$ cat config.mk
export PLATFORM = sky130hd
export DESIGN_NAME = ser_cfg_receiver
export DESIGN_NICKNAME = d
export VERILOG_FILES = /design/src/rtl/ser_cfg_receiver.sv
export SDC_FILE = /design/constraint.sdc
export NUM_CORES = 1
export LEC_CHECK = 0
export CELL_PAD_IN_SITES_DETAIL_PLACEMENT = 0
export CELL_PAD_IN_SITES_GLOBAL_PLACEMENT = 1
export CORE_UTILIZATION = 41
export CTS_CLUSTER_DIAMETER = 100
export DETAILED_ROUTE_END_ITERATION = 10
export PLACE_DENSITY = 0.79
export SETUP_SLACK_MARGIN = 0.3
export SYNTH_ARGS = -nofsm -noshare
export SYNTH_HDL_FRONTEND = slang
export SYNTH_SLANG_ARGS = --single-unit
$ cat constraint.sdc
create_clock -name sysclk -period 2.3 [get_ports sysclk]
set_input_delay 0.46 -clock sysclk [delete_from_list [all_inputs] [get_ports sysclk]]
set_output_delay 0.46 -clock sysclk [all_outputs]
set_load 0.05 [all_outputs]
$ cat src/rtl/ser_cfg_receiver.sv
// Receive endpoint of the 4-wire serial configuration link: synchronizes the link
// inputs, shifts in sda on sck rises and commits complete frames to cfg_out on scapt.
module ser_cfg_receiver #(
  parameter int unsigned       DATA_W      = 93,
  parameter logic [DATA_W-1:0] CFG_DEFAULT = '0,
  parameter int unsigned       SYNC_STAGES = 2,
  parameter int unsigned       TIMEOUT     = 4096
) (
  input  logic              sysclk,
  input  logic              rst,
  input  logic              sck_in,
  input  logic              sda_in,
  input  logic              scapt_in,
  input  logic              reset_in,
  output logic [DATA_W-1:0] cfg_out,
  output logic              cfg_valid,
  output logic [7:0]        bit_count,
  output logic              frame_err,
  output logic              busy
);

  localparam int unsigned TMO_W = 16;
  localparam int unsigned CNT_W = 8;
  localparam logic [TMO_W-1:0] TMO_LAST = TMO_W'(TIMEOUT - 1);
  localparam logic [CNT_W-1:0] CNT_FULL = CNT_W'(DATA_W);
  localparam logic [CNT_W-1:0] CNT_MAX  = '1;

  typedef enum logic [1:0] {
    IDLE  = 2'd0,
    SHIFT = 2'd1,
    CAPT  = 2'd2,
    WAIT  = 2'd3
  } state_t;

  state_t state;

  logic [SYNC_STAGES-1:0] sck_sync;
  logic [SYNC_STAGES-1:0] sda_sync;
  logic [SYNC_STAGES-1:0] scapt_sync;
  logic [SYNC_STAGES-1:0] reset_sync;
  logic                   sck_d;
  logic                   scapt_d;
  logic                   reset_d;
  logic [DATA_W-1:0]      shreg;
  logic [TMO_W-1:0]       tmo_cnt;

  logic sck_s;
  logic sda_s;
  logic scapt_s;
  logic reset_s;
  logic sck_rise;
  logic scapt_rise;
  logic reset_rise;

  assign sck_s      = sck_sync[SYNC_STAGES-1];
  assign sda_s      = sda_sync[SYNC_STAGES-1];
  assign scapt_s    = scapt_sync[SYNC_STAGES-1];
  assign reset_s    = reset_sync[SYNC_STAGES-1];
  assign sck_rise   = sck_s & ~sck_d;
  assign scapt_rise = scapt_s & ~scapt_d;
  assign reset_rise = reset_s & ~reset_d;

  // Input synchronizers plus one edge-detect flop per strobe
  always_ff @(posedge sysclk) begin
    if (rst) begin
      sck_sync   <= '0;
      sda_sync   <= '0;
      scapt_sync <= '0;
      reset_sync <= '0;
      sck_d      <= 1'b0;
      scapt_d    <= 1'b0;
      reset_d    <= 1'b0;
    end else begin
      sck_sync   <= {sck_sync[SYNC_STAGES-2:0], sck_in};
      sda_sync   <= {sda_sync[SYNC_STAGES-2:0], sda_in};
      scapt_sync <= {scapt_sync[SYNC_STAGES-2:0], scapt_in};
      reset_sync <= {reset_sync[SYNC_STAGES-2:0], reset_in};
      sck_d      <= sck_s;
      scapt_d    <= scapt_s;
      reset_d    <= reset_s;
    end
  end

  // Frame FSM; the capture decision is made on the scapt edge so cfg_out and
  // cfg_valid land in the same cycle the FSM sits in CAPT.
  always_ff @(posedge sysclk) begin
    if (rst) begin
      state     <= IDLE;
      cfg_out   <= CFG_DEFAULT;
      cfg_valid <= 1'b0;
      shreg     <= '0;
      bit_count <= '0;
      frame_err <= 1'b0;
      busy      <= 1'b0;
      tmo_cnt   <= '0;
    end else begin
      cfg_valid <= 1'b0;
      if (reset_rise) begin
        state     <= WAIT;
        cfg_out   <= CFG_DEFAULT;
        shreg     <= '0;
        bit_count <= '0;
        frame_err <= 1'b0;
        busy      <= 1'b0;
        tmo_cnt   <= '0;
      end else begin
        case (state)
          IDLE, SHIFT: begin
            if (scapt_rise) begin
              if (bit_count == CNT_FULL) begin
                cfg_out   <= shreg;
                cfg_valid <= 1'b1;
                frame_err <= 1'b0;
              end else begin
                frame_err <= 1'b1;
              end
              shreg     <= '0;
              bit_count <= '0;
              tmo_cnt   <= '0;
              busy      <= 1'b0;
              state     <= CAPT;
            end else if (sck_rise) begin
              shreg     <= {sda_s, shreg[DATA_W-1:1]};
              bit_count <= (bit_count == CNT_MAX) ? bit_count : bit_count + 8'd1;
              tmo_cnt   <= '0;
              busy      <= 1'b1;
              state     <= SHIFT;
            end else if (state == SHIFT && tmo_cnt == TMO_LAST) begin
              // Stalled partial frame: drop it but keep the last capture status
              shreg     <= '0;
              bit_count <= '0;
              tmo_cnt   <= '0;
              busy      <= 1'b0;
              state     <= IDLE;
            end else if (state == SHIFT) begin
              tmo_cnt <= tmo_cnt + 16'd1;
            end else begin
              tmo_cnt <= '0;
            end
          end
          CAPT: begin
            tmo_cnt <= '0;
            state   <= WAIT;
          end
          WAIT: begin
            tmo_cnt <= '0;
            if (!scapt_s && !reset_s) begin
              state <= IDLE;
            end
          end
          default: begin
            tmo_cnt <= '0;
            busy    <= 1'b0;
            state   <= IDLE;
          end
        endcase
      end
    end
  end

endmodule

Yosys cells after proc, flatten, opt, wreduce, memory -nomap -nowiden
Cells that the tools add are included.

word-level totals
  word-level logic and storage cells = 72
  output and inout port bits = 104
  bits of input ports = 6
  flip-flop bits (word level) = 226

cells by class
  $add $sub $neg = 2
  reduce and logical (&&, ||, !) cells = 15
  bitwise gates (word level) = 8
  multiplexer cells = 23
  equal/unequal tests = 9

operator list
  kind                                                                     number
  93-bit 2-to-1 mux                                                        3
  16-bit 2-to-1 mux                                                        4
  8-bit 2-to-1 mux                                                         4
  16-bit one-hot mux with 2 select lines                                   1
  16-bit by 1-bit adder with 16-bit output, second input constant          1
  16-bit by 12-bit equality test with 1-bit output, second input constant  1
  2-bit 2-to-1 mux                                                         5
  8-bit by 1-bit adder with 8-bit output, second input constant            1
  8-bit by 7-bit equality test with 1-bit output, second input constant    1
  8-bit equality test, second input constant                               1
  3-bit inequality test, second input constant                             2
  2-bit one-hot mux with 3 select lines                                    1
  2-bit AND reduction                                                      3
  3-bit AND reduction                                                      2
  2-bit OR reduction                                                       3
  1-bit 2-to-1 mux                                                         5
  5-bit inequality test, second input constant                             1
  1-bit NOT                                                                5
  2-bit equality test, second input constant                               2
  4-bit OR reduction                                                       1
  1-bit AND                                                                3
  3-bit nonzero test                                                       1
  2-bit by 1-bit equality test with 1-bit output, second input constant    1
  1-bit logical AND                                                        2
  2 further kinds                                                          3

Longest topological paths before layout
  word-level depth = 7
  depth in mapped cells = 9
  mapped depth without buffers = 6

Least setup slack after synthesis
Ideal clock, no wire load.

  path kind = register -> register
  from = reg bit_count[0]
  to = reg cfg_out[66]
  data required time = 2.168 ns
  path slack = 0.107 ns
  clock period less this slack = 2.193 ns
  cell stages (with the launch flop) = 9
  buffers on the path = 3
  setup time = 0.132 ns
  arrival = 2.061 ns
  path through = dfxtp_1 ha_1 nand3_1 or3_1 clkbuf_1 clkbuf_1 buf_1 nand2_1 a21oi_1

between the ends
  longest elaborated chain between the ends = 2

ends and longest elaborated chain
  what                                            line  RTL
  from (decl)                                     17    output logic [7:0] bit_count,
  from (signal assigned)                          124   bit_count <= (bit_count == CNT_MAX) ? bit_count : bit_count + 8'd1;
  8-bit by 7-bit equality test with 1-bit output  110   if (bit_count == CNT_FULL) begin
  3-bit AND reduction (no source line)            -
  to (signal assigned)                            111   cfg_out <= shreg;
  to (decl)                                       15    output logic [DATA_W-1:0] cfg_out,

Every way passes these cells.
A chain may end at the register's enable or synchronous reset.

Worst setup path in the final report
  from = reg tmo_cnt[15]
  to = reg shreg[10]

between the ends
  longest elaborated chain between the ends = 4

ends and longest elaborated chain
  what                                              line  RTL
  from (decl)                                       45    logic [TMO_W-1:0] tmo_cnt;
  from (signal assigned)                            136   tmo_cnt <= tmo_cnt + 16'd1;
  16-bit by 12-bit equality test with 1-bit output  128   end else if (state == SHIFT && tmo_cnt == TMO_LAST) begin
  1-bit logical AND                                 128
  3-bit nonzero test (no source line)               -
  2-bit AND reduction (no source line)              -
  to (signal assigned)                              123   shreg <= {sda_s, shreg[DATA_W-1:1]};
  to (decl)                                         44    logic [DATA_W-1:0] shreg;

Every way passes these cells.

==> flow_metrics.env <==
export IMPL_ys_warn_count=0
export IMPL_path_class="reg2reg"
export IMPL_cts_clk_slew_worst_paths_ns=0.06
export IMPL_arrival_ns=2.36
export IMPL_track_usage_pct=17.1
export IMPL_row_count=49
export IMPL_finalHoldViolCount=0
export IMPL_rsz0062_at_grt="yes"
export IMPL_htree_levels=1
export IMPL_synth_top_cell_area_share_pct=59.0
export IMPL_totalPowerFinal_w=0.00810
export IMPL_worstMarginPinSlew_ns=0.866
export IMPL_setup_viol=0
export IMPL_yosysTopAreaCell="dfxtp_1"
export IMPL_wl_met2_um=7490
export IMPL_p_int_w=0.00638
export IMPL_wl_um=16900
export IMPL_p_sw_share_pct=21.2
export IMPL_wl_per_cell_um=14.6
export IMPL_worst_setup_path_end_kind="flop"
export IMPL_place_ws_ns=-0.336
export IMPL_fillers=1708
export IMPL_cts_sinks=226
export IMPL_pwr_share_comb_pct=3.5
export IMPL_hpwl_um=9890
export IMPL_fmax_mhz=511
export IMPL_crit_path_frequent_cell="nor3_4"
export IMPL_syn_area_um2=7670
export IMPL_stdcell_area_um2=9950
export IMPL_post_route_period_util_pct=85.0
export IMPL_yosys_register_bits=226
export IMPL_syn_area_per_cell_um2=9.58
export IMPL_critical_path_top_delay_family="simple AND/OR/NAND/NOR gates"
export IMPL_drt_pass1_iterations=7
export IMPL_grt_max_degree=95
export IMPL_leakage_nw=4.01
export IMPL_fp_dieH_um=139
export IMPL_wl_met3_um=744
export IMPL_area_growth_pct=29.7
export IMPL_io_buffers=109
export IMPL_clockBufferDepth=3
export IMPL_fin_ws_ns=0.344
export IMPL_crit_fanout=19
export IMPL_vias=5902
export IMPL_outcome="finished with violations"
export IMPL_numCtsBuffers=24
export IMPL_placed_cell_area_um2=9050
export IMPL_fin_nets=921
export IMPL_setup_worst_path_start_class="flop"
export IMPL_io_pins=110
export IMPL_insertion_delay_ns=0.51
export IMPL_synth_edff_count=0
export IMPL_cts_root_buf="clkbuf_16"
export IMPL_synth_cells=801
export IMPL_die_w_um=139
export IMPL_cts_tree="built"
export IMPL_netSwitchingPower_w=0.00172
export IMPL_coreArea_um2=18100
export IMPL_worstPathRequired_ns=2.70
export IMPL_register_area_um2=4540
export IMPL_multi_input_area_um2=2890
export IMPL_grt_first_pass_wirelength_um=27500
export IMPL_grt_overflow=0
export IMPL_worstPathCellList="or4b_4 -> nor3_4 -> and2_4 -> nor3_4 -> buf_12 -> buf_16 -> a22o_1"
export IMPL_max_slew_margin_rel_pct=41.9
export IMPL_drv_cap=0
export IMPL_yosysSeqAreaShare_pct=59.0
export IMPL_ys_flop_type="dfxtp_1"
export IMPL_synth_area_leaders="dfxtp_1 59%, a22o_1 11%, nand2_1 9.7%"
export IMPL_skew_ns=0.0122
export IMPL_diodes=0
export IMPL_syn_nets=810
export IMPL_drc=16
export IMPL_slowest_stage="or4b_4"
export IMPL_die_area_um2=19300
export IMPL_grt_pass1_vias=5411
export IMPL_drt_iter0_markers=321
export IMPL_violations="DRC"
export IMPL_viasPerCell=5.09
export IMPL_initial_core_util_pct=42.3
export IMPL_met1Wirelength_um=8310
export IMPL_layout_min_cycle_time_ns=1.96
export IMPL_ant_nets=0
export IMPL_synth_distinct_cells=45
export IMPL_pwr_share_seq_pct=48.6
export IMPL_powerDensity_nw_per_um2=814
export IMPL_cp_num_buf_inv=2
export IMPL_hp_class="reg2reg"
export IMPL_layout_drive_gt1_share_pct=10.0
export IMPL_top_layer="met4"
export IMPL_max_stage_delay_ns=0.54
export IMPL_clkPwrFrac_pct=47.9
export IMPL_slew_viol_final=0
export IMPL_async_flop_share_pct=0
export IMPL_vdd_drop_max_v=0.000525
export IMPL_place_gp_congestion=0.806
export IMPL_antenna_found_initial=0
cells in the final DEF (no fill, tap or decap), types with 3 or more instances in the layout:
cell type | synthesis | routed
nand3_1 | 15 | 15
nor3_2 | 3 | 3
bufinv_16 | 0 | 3
buf_12 | 0 | 9
nor2b_1 | 16 | 16
inv_1 | 5 | 5
dfxtp_2 | 0 | 8
a21o_1 | 3 | 3
buf_6 | 8 | 4
dfxtp_1 | 226 | 217
nor3_4 | 0 | 3
a21oi_1 | 95 | 95
nand2b_1 | 3 | 3
and3_1 | 3 | 3
clkdlybuf4s50_1 | 0 | 5
a22o_1 | 93 | 93
xnor2_1 | 5 | 5
o21ai_0 | 3 | 3
nand2_1 | 198 | 198
clkinv_2 | 0 | 4
dlygate4sd2_1 | 0 | 102
ha_1 | 3 | 3
clkinvlp_4 | 0 | 3
xor2_1 | 9 | 9
clkbuf_1 | 33 | 7
buf_4 | 1 | 13
clkbuf_16 | 0 | 26
nor2_1 | 34 | 33
area by class of cell:
type / count / area share (%)
Tap cell: 229 / 2.88
Multi-Input combinational cell: 514 / 29.0
Inverter: 5 / 0.189
Clock buffer: 33 / 6.57
Sequential cell: 226 / 45.6
Clock inverter: 11 / 1.50
Timing Repair Buffer: 141 / 14.2
through the flow:
stage	std cells	hold slack, ns	TNS, ns	util (%)
6_report	1159	0.436	0	54.8
3_5_place_dp	1104	0.426	-34.48	49.9
3_3_place_gp	1104	0.417	-29.93	49.9
5_1_grt	1159	0.451	0	54.8
4_1_cts	1151	0.440	0	53.9
2_1_floorplan	801	0.414	0	-
worst paths after layout:
kind / cells past startpoint / slack, ns / end / start
min: 1 / 0.44 / reset_sync[1] / reset_sync[0]
min reg2reg: 1 / 0.44 / reset_sync[1] / reset_sync[0]
max: 7 / 0.34 / shreg[10] / tmo_cnt[15]
max reg2reg: 7 / 0.34 / shreg[10] / tmo_cnt[15]
power by group through the flow:
stage	clock network, W	registers (W)	logic (W)
floorplan	0	0.00403	0.000153
global placement	0	0.00403	0.000217
detailed placement	0	0.00403	0.000219
CTS	0.00396	0.00394	0.000239
global route	0.00414	0.00394	0.000307
finish	0.00388	0.00394	0.000285
cell usage after synthesis (all sizes together), types with 5 or more instances:
cell and number:
nor2 34, buf 23, nor3 7, clkbuf 34, o21ai 5, xor2 9
nand3 15, inv 5, a21oi 95, dfxtp 226, a22o 93, nor2b 16
xnor2 5, nand2 198
per-layer routing:
layer / global-route usage (%) / vias to the layer above
met5: 0 / -
met4: 4.62 / 0
met3: 3.31 / 29
met2: 27.2 / 120
met1: 23.7 / 2762
li1: - / 2991
state kept, by name, indices dropped and copies added (netlist names), 2 cells and up:
signal	count
sck_sync	2
sda_sync	2
bit_count	8
reset_sync	2
cfg_out	93
scapt_sync	2
tmo_cnt	16
shreg	93
state	2
kinds of logic (layout without fill, tap and decap cells):
family,count (synthesis),count (layout),synth area share (%)
muxes,2,2,0.277
and+or+nand+nor,286,287,15.8
buffers and inverters,62,190,4.08
xor gates and xnor gates,14,14,1.60
AOI/OAI and AO/OA,208,208,18.8
DFF,226,226,59.0
adders and majority gates,3,3,0.489
worst register-to-register path, stage by stage, from the launching register on:
cell and delay, ns:
dfxtp_2 0.32, or4b_4 0.54, nor3_4 0.19, and2_4 0.23, nor3_4 0.06, buf_12 0.17
buf_16 0.16, a22o_1 0.19
repair_timing:
action	in CTS	in global routing
endpoints found under the setup margin	261	152
pin swaps	2	8
gates resized for setup	106	19
gates cloned	1	5
setup buffers	2	3
hold buffers	0	0
(Power assumes the default switching activity.)
